**src/rtl/axi_lite_master.sv**
```systemverilog
// Single-outstanding AXI4-Lite master: a simple command/response port is
// translated into one AXI-Lite read or write, with a response-wait timeout.
module axi_lite_master #(
  parameter int C_M_AXI_ADDR_WIDTH = 32,
  parameter int C_M_AXI_DATA_WIDTH = 32,
  parameter int C_TIMEOUT_CYCLES   = 1024
) (
  input  logic                            m_axi_aclk,
  input  logic                            m_axi_aresetn,
  // command / response port
  input  logic                            cmd_valid,
  output logic                            cmd_ready,
  input  logic                            cmd_we,
  input  logic [C_M_AXI_ADDR_WIDTH-1:0]   cmd_addr,
  input  logic [C_M_AXI_DATA_WIDTH-1:0]   cmd_wdata,
  input  logic [C_M_AXI_DATA_WIDTH/8-1:0] cmd_wstrb,
  output logic                            rsp_valid,
  input  logic                            rsp_ready,
  output logic [C_M_AXI_DATA_WIDTH-1:0]   rsp_rdata,
  output logic [1:0]                      rsp_resp,
  // AXI-Lite master
  output logic [C_M_AXI_ADDR_WIDTH-1:0]   m_axi_awaddr,
  output logic                            m_axi_awvalid,
  input  logic                            m_axi_awready,
  output logic [C_M_AXI_DATA_WIDTH-1:0]   m_axi_wdata,
  output logic [C_M_AXI_DATA_WIDTH/8-1:0] m_axi_wstrb,
  output logic                            m_axi_wvalid,
  input  logic                            m_axi_wready,
  input  logic [1:0]                      m_axi_bresp,
  input  logic                            m_axi_bvalid,
  output logic                            m_axi_bready,
  output logic [C_M_AXI_ADDR_WIDTH-1:0]   m_axi_araddr,
  output logic                            m_axi_arvalid,
  input  logic                            m_axi_arready,
  input  logic [C_M_AXI_DATA_WIDTH-1:0]   m_axi_rdata,
  input  logic [1:0]                      m_axi_rresp,
  input  logic                            m_axi_rvalid,
  output logic                            m_axi_rready,
  // debug
  output logic [2:0]                      dbg_state_o
);
  // Handshakes: a transfer occurs on a rising edge where valid and ready are
  // both high; a valid, once raised, is held with stable payload until then.

  localparam int SW = C_M_AXI_DATA_WIDTH / 8;
  localparam int CW = (C_TIMEOUT_CYCLES > 1) ? $clog2(C_TIMEOUT_CYCLES) : 1;
  localparam bit TO_EN = (C_TIMEOUT_CYCLES > 0);
  localparam logic [CW-1:0] CNT_LAST = CW'((C_TIMEOUT_CYCLES > 0) ? C_TIMEOUT_CYCLES - 1 : 0);

  typedef enum logic [2:0] {
    S_IDLE, S_WRITE, S_WAIT_B, S_READ_A, S_WAIT_R, S_RSP, S_DRAIN
  } state_e;

  state_e                        state_q, state_d;
  logic [C_M_AXI_ADDR_WIDTH-1:0] addr_q, addr_d;
  logic [C_M_AXI_DATA_WIDTH-1:0] wdata_q, wdata_d;
  logic [SW-1:0]                 wstrb_q, wstrb_d;
  logic                          we_q, we_d;
  logic                          aw_done_q, aw_done_d;
  logic                          w_done_q, w_done_d;
  logic [C_M_AXI_DATA_WIDTH-1:0] rdata_q, rdata_d;
  logic [1:0]                    resp_q, resp_d;
  logic [CW-1:0]                 cnt_q, cnt_d;
  logic                          drain_q, drain_d;

  always_ff @(posedge m_axi_aclk or negedge m_axi_aresetn) begin
    if (!m_axi_aresetn) begin
      state_q   <= S_IDLE;
      addr_q    <= '0;
      wdata_q   <= '0;
      wstrb_q   <= '0;
      we_q      <= 1'b0;
      aw_done_q <= 1'b0;
      w_done_q  <= 1'b0;
      rdata_q   <= '0;
      resp_q    <= 2'b00;
      cnt_q     <= '0;
      drain_q   <= 1'b0;
    end else begin
      state_q   <= state_d;
      addr_q    <= addr_d;
      wdata_q   <= wdata_d;
      wstrb_q   <= wstrb_d;
      we_q      <= we_d;
      aw_done_q <= aw_done_d;
      w_done_q  <= w_done_d;
      rdata_q   <= rdata_d;
      resp_q    <= resp_d;
      cnt_q     <= cnt_d;
      drain_q   <= drain_d;
    end
  end

  always_comb begin
    state_d   = state_q;
    addr_d    = addr_q;
    wdata_d   = wdata_q;
    wstrb_d   = wstrb_q;
    we_d      = we_q;
    aw_done_d = aw_done_q;
    w_done_d  = w_done_q;
    rdata_d   = rdata_q;
    resp_d    = resp_q;
    cnt_d     = cnt_q;
    drain_d   = drain_q;

    cmd_ready     = 1'b0;
    rsp_valid     = 1'b0;
    m_axi_awvalid = 1'b0;
    m_axi_wvalid  = 1'b0;
    m_axi_bready  = 1'b0;
    m_axi_arvalid = 1'b0;
    m_axi_rready  = 1'b0;

    unique case (state_q)
      S_IDLE: begin
        // gated so every ready/valid output reads 0 while reset is held
        cmd_ready = m_axi_aresetn;
        if (cmd_valid) begin
          addr_d    = cmd_addr;
          wdata_d   = cmd_wdata;
          wstrb_d   = cmd_wstrb;
          we_d      = cmd_we;
          aw_done_d = 1'b0;
          w_done_d  = 1'b0;
          state_d   = cmd_we ? S_WRITE : S_READ_A;
        end
      end
      S_WRITE: begin
        m_axi_awvalid = !aw_done_q;
        m_axi_wvalid  = !w_done_q;
        aw_done_d     = aw_done_q | (m_axi_awvalid & m_axi_awready);
        w_done_d      = w_done_q  | (m_axi_wvalid  & m_axi_wready);
        if (aw_done_d && w_done_d) begin
          cnt_d   = '0;
          state_d = S_WAIT_B;
        end
      end
      S_WAIT_B: begin
        m_axi_bready = 1'b1;
        // a response in the expiry cycle still completes normally
        if (m_axi_bvalid) begin
          resp_d  = m_axi_bresp;
          rdata_d = '0;
          state_d = S_RSP;
        end else if (TO_EN && cnt_q == CNT_LAST) begin
          resp_d  = 2'b11;
          rdata_d = '0;
          drain_d = 1'b1;
          state_d = S_RSP;
        end else begin
          cnt_d = cnt_q + 1'b1;
        end
      end
      S_READ_A: begin
        m_axi_arvalid = 1'b1;
        if (m_axi_arready) begin
          cnt_d   = '0;
          state_d = S_WAIT_R;
        end
      end
      S_WAIT_R: begin
        m_axi_rready = 1'b1;
        if (m_axi_rvalid) begin
          resp_d  = m_axi_rresp;
          rdata_d = m_axi_rdata;
          state_d = S_RSP;
        end else if (TO_EN && cnt_q == CNT_LAST) begin
          resp_d  = 2'b11;
          rdata_d = '0;
          drain_d = 1'b1;
          state_d = S_RSP;
        end else begin
          cnt_d = cnt_q + 1'b1;
        end
      end
      S_RSP: begin
        rsp_valid = 1'b1;
        if (rsp_ready) state_d = drain_q ? S_DRAIN : S_IDLE;
      end
      S_DRAIN: begin
        // swallow the late response of a timed-out transaction
        m_axi_bready = we_q;
        m_axi_rready = !we_q;
        if ((we_q && m_axi_bvalid) || (!we_q && m_axi_rvalid)) begin
          drain_d = 1'b0;
          state_d = S_IDLE;
        end
      end
      default: state_d = S_IDLE;
    endcase
  end

  assign m_axi_awaddr = addr_q;
  assign m_axi_araddr = addr_q;
  assign m_axi_wdata  = wdata_q;
  assign m_axi_wstrb  = wstrb_q;
  assign rsp_rdata    = rdata_q;
  assign rsp_resp     = resp_q;
  assign dbg_state_o  = state_q;

endmodule

```
**config.mk**
```make
export PLATFORM = sky130hd
export DESIGN_NAME = axi_lite_master
export DESIGN_NICKNAME = d
export VERILOG_FILES = /design/src/rtl/axi_lite_master.sv
export SDC_FILE = /design/constraint.sdc
export NUM_CORES = 1
export LEC_CHECK = 0
export CAP_MARGIN = 20
export CORE_MARGIN = 2
export CORE_UTILIZATION = 44
export DETAILED_ROUTE_END_ITERATION = 16
export PLACE_DENSITY = 0.87
export SYNTH_ARGS = -nofsm -noshare
export SYNTH_HDL_FRONTEND = slang
export SYNTH_SLANG_ARGS = --single-unit
```
**constraint.sdc**
```tcl
create_clock -name m_axi_aclk -period 3.6 [get_ports m_axi_aclk]
set_input_delay 0.72 -clock m_axi_aclk [delete_from_list [all_inputs] [get_ports m_axi_aclk]]
set_output_delay 0.72 -clock m_axi_aclk [all_outputs]
set_load 0.005 [all_outputs]
```
==> results of run 1 <==
## final timing paths
check                                                  end  slack (ns)  cells past startpoint                       start
worst max-delay path                          m_axi_bready        0.63                      3  dbg_state_o[1]$_DFFE_PN0P_
min in group m_axi_aclk         m_axi_wstrb[2]$_DFFE_PN0P_        0.49                      1  m_axi_wstrb[2]$_DFFE_PN0P_
max in group asynchronous       m_axi_wdata[4]$_DFFE_PN0P_        1.85                      3               m_axi_aresetn
worst min-delay path                 aw_done_q$_DFFE_PN0P_        0.45                      2               m_axi_aresetn
worst max register to register        cnt_q[5]$_DFFE_PN0P_        1.20                      5  dbg_state_o[1]$_DFFE_PN0P_
worst min register to register  m_axi_wstrb[2]$_DFFE_PN0P_        0.49                      1  m_axi_wstrb[2]$_DFFE_PN0P_
## synth_stat cells, drive strengths merged, types with 2 or more instances
master	number	area (sq um)
nor2	12	45.04
o21ai	10	50.05
o31ai	5	37.54
dfrtp	119	2978
a31oi	3	18.77
mux2	68	765.7
nor3	6	30.03
a21oi	17	88.84
and4	2	17.52
clkbuf	5	18.77
o221ai	2	23.77
or2	2	12.51
mux2i	2	20.02
nand3b	2	15.01
or4	3	22.52
a211oi	2	15.01
buf	52	387.9
inv	7	26.28
o22ai	4	25.02
and2	2	12.51
nand2	17	63.81
nand3	10	50.05
nor3b	3	33.78
a22o	32	280.3
or3	4	25.02
## sequential cells by signal (all words and copies together) (netlist names)
| name | count |
|---|---|
| w_done_q | 1 |
| m_axi_araddr | 32 |
| rsp_rdata | 32 |
| dbg_state_o | 3 |
| m_axi_wstrb | 4 |
| we_q | 1 |
| aw_done_q | 1 |
| cnt_q | 10 |
| m_axi_wdata | 32 |
| rsp_resp | 2 |
| drain_q | 1 |
## worst max-delay path, cell delays in order, from the launching register on
cell	delay, ns
dfrtp_1	0.82
inv_1	0.25
a211oi_1	0.24
clkdlybuf4s50_1	0.54
## area by class of cell
cell class | instances | share of cell area [%]
Clock buffer | 18 | 5.327
Clock inverter | 13 | 2.686
Inverter | 7 | 0.3187
Multi-Input combinational cell | 223 | 21.60
Sequential cell | 119 | 36.12
Tap cell | 143 | 2.170
Timing Repair Buffer | 262 | 31.78
## cells by family (layout without fill, tap and decap cells)
group           Yosys count  count (layout)  synth area share [%]
flops                   119             119                 57.36
compound gates           83              83                 11.62
mux                      70              70                 15.14
simple gates             68              68                 7.134
buf+inv                  64             300                 8.339
fa+ha+maj                 1               1                0.2410
xor+xnor                  1               1                0.1687
## per-stage QoR
| step | worst slack, ns | hold WS, ns |
|---|---|---|
| final | 0.6256 | 0.4507 |
| after global placement | 1.023 | 0.4776 |
| after floorplan | 1.621 | 0.4244 |
| after detailed placement | 0.8852 | 0.4840 |
| after CTS | 0.6357 | 0.4768 |
| after global routing | 0.4890 | 0.5085 |
## report_power, final
group	switching, mW	internal [mW]
clock network	0.623	1.26
logic	1.04	2.04
registers	0.482	1.94
total	2.15	5.23
## layer usage
metal  part of all wire, %  vias to the layer above  wire length (um)
met3                   6.5                       17               940
met1                    39                     2034              5638
met5                     0                        -                 0
met2                    53                      190              7588
li1                      -                     1887                 -
met4                   1.5                        0               219
==> qor.csv, run 1 <==
metric,value,unit
measured slew at the worst slew-check pin,0.8321,ns
First-pass DRT Iterations,4,
Via Count,4128,
CP Class,reg -> out,
Layout fillers,809,
crit path max fanout,24,
RD Place Congestion,0.8170,
Final nets,745,
DRC Markers,0,
vias in the first global route,4198,
Num Clock Sinks,119,
Layout Cells excl Fill,785,
met2 usage,40.00,%
number of nets still failing antenna checks after routing,0,
Iteration-0 DRC Markers,291,
CTS max path bufs,2,
"Avg Cell Area, Syn",12.79,sq um
cts bufs inserted,17,
critical path required time,2.88,ns
M1 GR Usage,26.69,%
GRT met3 Usage,5.616,%
Setup Skew,0.01267,ns
final non-filler cell area,8244,sq um
RSZ-0062 raised after global routing,no,
syn_nets,521,
final hold violation count,0,
gr busiest metal,met2,
Initial Utilization,45.27,%
CP endpoint kind,output port,
fin crit period,2.974,ns
# Max-Cap Violations,0,
area of the multi-input gates,1780,sq um
fmax,336.2,MHz
arrival time at the worst endpoint,2.25,ns
Pleak,3.444,nW
CTS root buf,clkbuf_16,
Post-CTS Setup Inserts,0,
status,finished clean,
register bit total from synthesis,119,
hold-fix buffer count after cts,0,
PwrDens,894.9,nW/um^2
Final Max Slew Viols,0,
ys async rst share,100.0,%
area grow syn2layout,58.81,%
WL per Instance,18.33,um
placed cells,754,
worst skew pair latency,0.40,ns
initial antenna violation count,0,
post-synthesis cell count,406,
largest net degree at the start of global routing,71,
Final setup viols,0,
Placed Area,7584,sq um
final WL,14390,um
Syn Std Cell Area,5191,sq um
IO buf count,257,
core area,11470,sq um
die height,112.6,um
worst min-delay path class,in -> async,
num rows,39,
dpl hpwl,10460,um
gr ovfl total,0,
VDD IR-drop max,0.4723,mV
fin util,71.89,%
total I/O pin count,258,
number of synthesized flops with an enable pin,0,
Total Routing Usage GR,22.53,%
yosys warns,0,
Antenna diodes,0,
count of cell types in the netlist,47,
total power,7.377,mW
clock slew at reported path FFs,0.06,ns
"leading cell types in the layout, fill and taps excluded","256 x clkdlybuf4s50_1, 119 x dfrtp_1, 62 x mux2_2",
Vias/cell,5.259,
setup TNS,0,ns
cts repair resizes,0,
sequential-to-total area share from yosys stat,57.36,%
proportion of layout cells with a drive suffix above 1,16.04,%
CTS tree,done,
Sequential Area,2978,sq um
Die X-Extent,112.6,um
CTS H-tree depth,4,
CP startpoint kind,flop,
die area,12680,sq um
max_slew headroom,44.53,%
dominant synthesized flop cell,dfrtp_1,
"most common cell after layout, fill and taps aside",clkdlybuf4s50_1,
first-pass GRT wire length,22340,um
fin crit share,82.62,%
No activity file was read; power rests on OpenSTA's default activity.
==> inputs of run 2 (changes only) <==
--- a/config.mk
+++ b/config.mk
@@ -7,9 +7,9 @@
 export LEC_CHECK = 0
 export CAP_MARGIN = 20
 export CORE_MARGIN = 2
-export CORE_UTILIZATION = 44
+export CORE_UTILIZATION = 37
 export DETAILED_ROUTE_END_ITERATION = 16
-export PLACE_DENSITY = 0.87
+export PLACE_DENSITY = 0.78
 export SYNTH_ARGS = -nofsm -noshare
 export SYNTH_HDL_FRONTEND = slang
 export SYNTH_SLANG_ARGS = --single-unit
==> constraint.sdc (replaced) <==
create_clock -name m_axi_aclk -period 2.6 [get_ports m_axi_aclk]
set_input_delay 0.52 -clock m_axi_aclk [delete_from_list [all_inputs] [get_ports m_axi_aclk]]
set_output_delay 0.52 -clock m_axi_aclk [all_outputs]
set_load 0.005 [all_outputs]
==> run 2 against run 1 <==
  * Die area is 18% higher
  * Clock power is 21% higher
  * Clock skew is 0.0063 ns lower
  * Cell area is 0.68% higher
  * Count of clock-buffer cells in the layout is 3 higher
  * Via count is 0.12% higher
  * Sequential share of layout area is 0.20 points lower
  * Critical path type unchanged
  * Worst hold slack worse by 0.19 ns
  * Worst setup slack worse by 0.52 ns
  * Critical path depth is 1 higher
  * Total power is 35% higher
  * First-iteration DRC count is 45% lower
==> qor.csv, run 2 (same netlist as run 1, synthesis figures left out) <==
metric,value,unit
max_slew headroom,52.43,%
fin crit share,95.91,%
# Max-Cap Violations,0,
gr ovfl total,0,
setup TNS,0,ns
total I/O pin count,258,
final non-filler cell area,8300,sq um
measured slew at the worst slew-check pin,0.7135,ns
final hold violation count,0,
num rows,43,
vias in the first global route,4093,
WL met2,7192,um
cts bufs inserted,17,
total power,9.963,mW
crit path max fanout,10,
Setup Skew,0.006410,ns
"leading cell types in the layout, fill and taps excluded","256 x clkdlybuf4s50_1, 116 x dfrtp_1, 62 x mux2_2",
RSZ-0062 raised after global routing,no,
CP startpoint kind,flop,
IO buf count,257,
met3 WL,1049,um
CTS max path bufs,2,
number of nets still failing antenna checks after routing,0,
Die X-Extent,122.5,um
Final setup viols,0,
initial antenna violation count,0,
Initial Utilization,37.69,%
largest net degree at the start of global routing,120,
CTS tree,done,
dpl hpwl,10210,um
Vias/cell,4.980,
clock slew at reported path FFs,0.05,ns
arrival time at the worst endpoint,1.97,ns
Placed Area,7707,sq um
fin util,60.27,%
max layer used,met4,
final WL,13940,um
area grow syn2layout,59.89,%
fin crit period,2.494,ns
core area,13770,sq um
status,finished clean,
Via Count,4133,
WL met1,5367,um
Pleak,3.449,nW
CP endpoint kind,output port,
CTS root buf,clkbuf_16,
worst min-delay path class,in -> async,
worst skew pair latency,0.41,ns
Num Clock Sinks,119,
Final nets,752,
Layout Cells excl Fill,830,
Iteration-0 DRC Markers,160,
Layout fillers,1118,
Antenna diodes,0,
"most common cell after layout, fill and taps aside",clkdlybuf4s50_1,
VDD IR-drop max,0.4665,mV
RD Place Congestion,0.7603,
WL per Instance,16.80,um
placed cells,798,
First-pass DRT Iterations,4,
die height,122.5,um
die area,14990,sq um
fmax,401.0,MHz
PwrDens,1200,nW/um^2
worst hold slack,0.2579,ns
Place WS,0.07996,ns
DRC Markers,0,
critical path required time,2.08,ns
Total Routing Usage GR,18.11,%
post-route setup slack,0.1063,ns
Final Max Slew Viols,0,
CTS H-tree depth,4,
proportion of layout cells with a drive suffix above 1,17.54,%
first-pass GRT wire length,20920,um
CP Class,reg -> out,
run 2: cell types whose count changed in the layout (fill, tap and decap cells not counted), moves of 2 or more:
cell,previous run,this run
clkbuf_1,0,2
clkinv_4,5,2
dfrtp_1,119,116
clkinv_2,0,3
bufinv_16,5,2
clkinvlp_4,1,3
buf_4,5,10
buf_12,1,3
dfrtp_2,0,3
run 2: worst paths after layout:
check	from	depth (start not counted)	slack (ns)	endpoint
worst max-delay path	dbg_state_o[0]$_DFFE_PN0P_	4	0.11	m_axi_rready
worst min-delay path	m_axi_aresetn	2	0.26	m_axi_wstrb[0]$_DFFE_PN0P_
worst max register to register	dbg_state_o[2]$_DFFE_PN0P_	6	0.35	cnt_q[7]$_DFFE_PN0P_
worst min register to register	m_axi_wdata[3]$_DFFE_PN0P_	1	0.49	m_axi_wdata[3]$_DFFE_PN0P_
max in group asynchronous	m_axi_aresetn	2	1.88	dbg_state_o[0]$_DFFE_PN0P_
min in group m_axi_aclk	m_axi_wdata[3]$_DFFE_PN0P_	1	0.49	m_axi_wdata[3]$_DFFE_PN0P_
run 2: layer usage:
layer  vias to the layer above  track usage (%)
li1                       1901                -
met1                      2015            20.68
met2                       190            31.46
met3                        27            5.576
met4                         0            7.471
met5                         -                0
run 2: power by group:
part / switching [mW] / internal, mW / total [mW]
Combinational: 1.52 / 2.90 / 4.42
Sequential: 0.587 / 2.69 / 3.28
Clock: 0.809 / 1.46 / 2.27
Total: 2.91 / 7.05 / 9.96
run 2: final cells by class:
cell class / count / area [sq um] / area share (%)
Sequential cell: 119 / 2982 / 35.92
Inverter: 7 / 26.28 / 0.3166
Clock buffer: 21 / 460.4 / 5.547
Clock inverter: 11 / 123.9 / 1.492
Multi-Input combinational cell: 223 / 1785 / 21.51
Timing Repair Buffer: 269 / 2698 / 32.50
Tap cell: 180 / 225.2 / 2.713
run 2: repair_timing:
action	in CTS	in global routing
endpoints found under the hold margin	0	0
setup endpoints to repair	2	3
hold buffers	0	0
setup buffers	0	0
pin swaps	0	0
resized for setup	2	3
run 2: worst max-delay path, stage by stage, from the launching register on:
cell and delay [ns]:
dfrtp_2 0.46, buf_4 0.20, nor2b_2 0.15, a21boi_0 0.20, clkdlybuf4s50_1 0.55
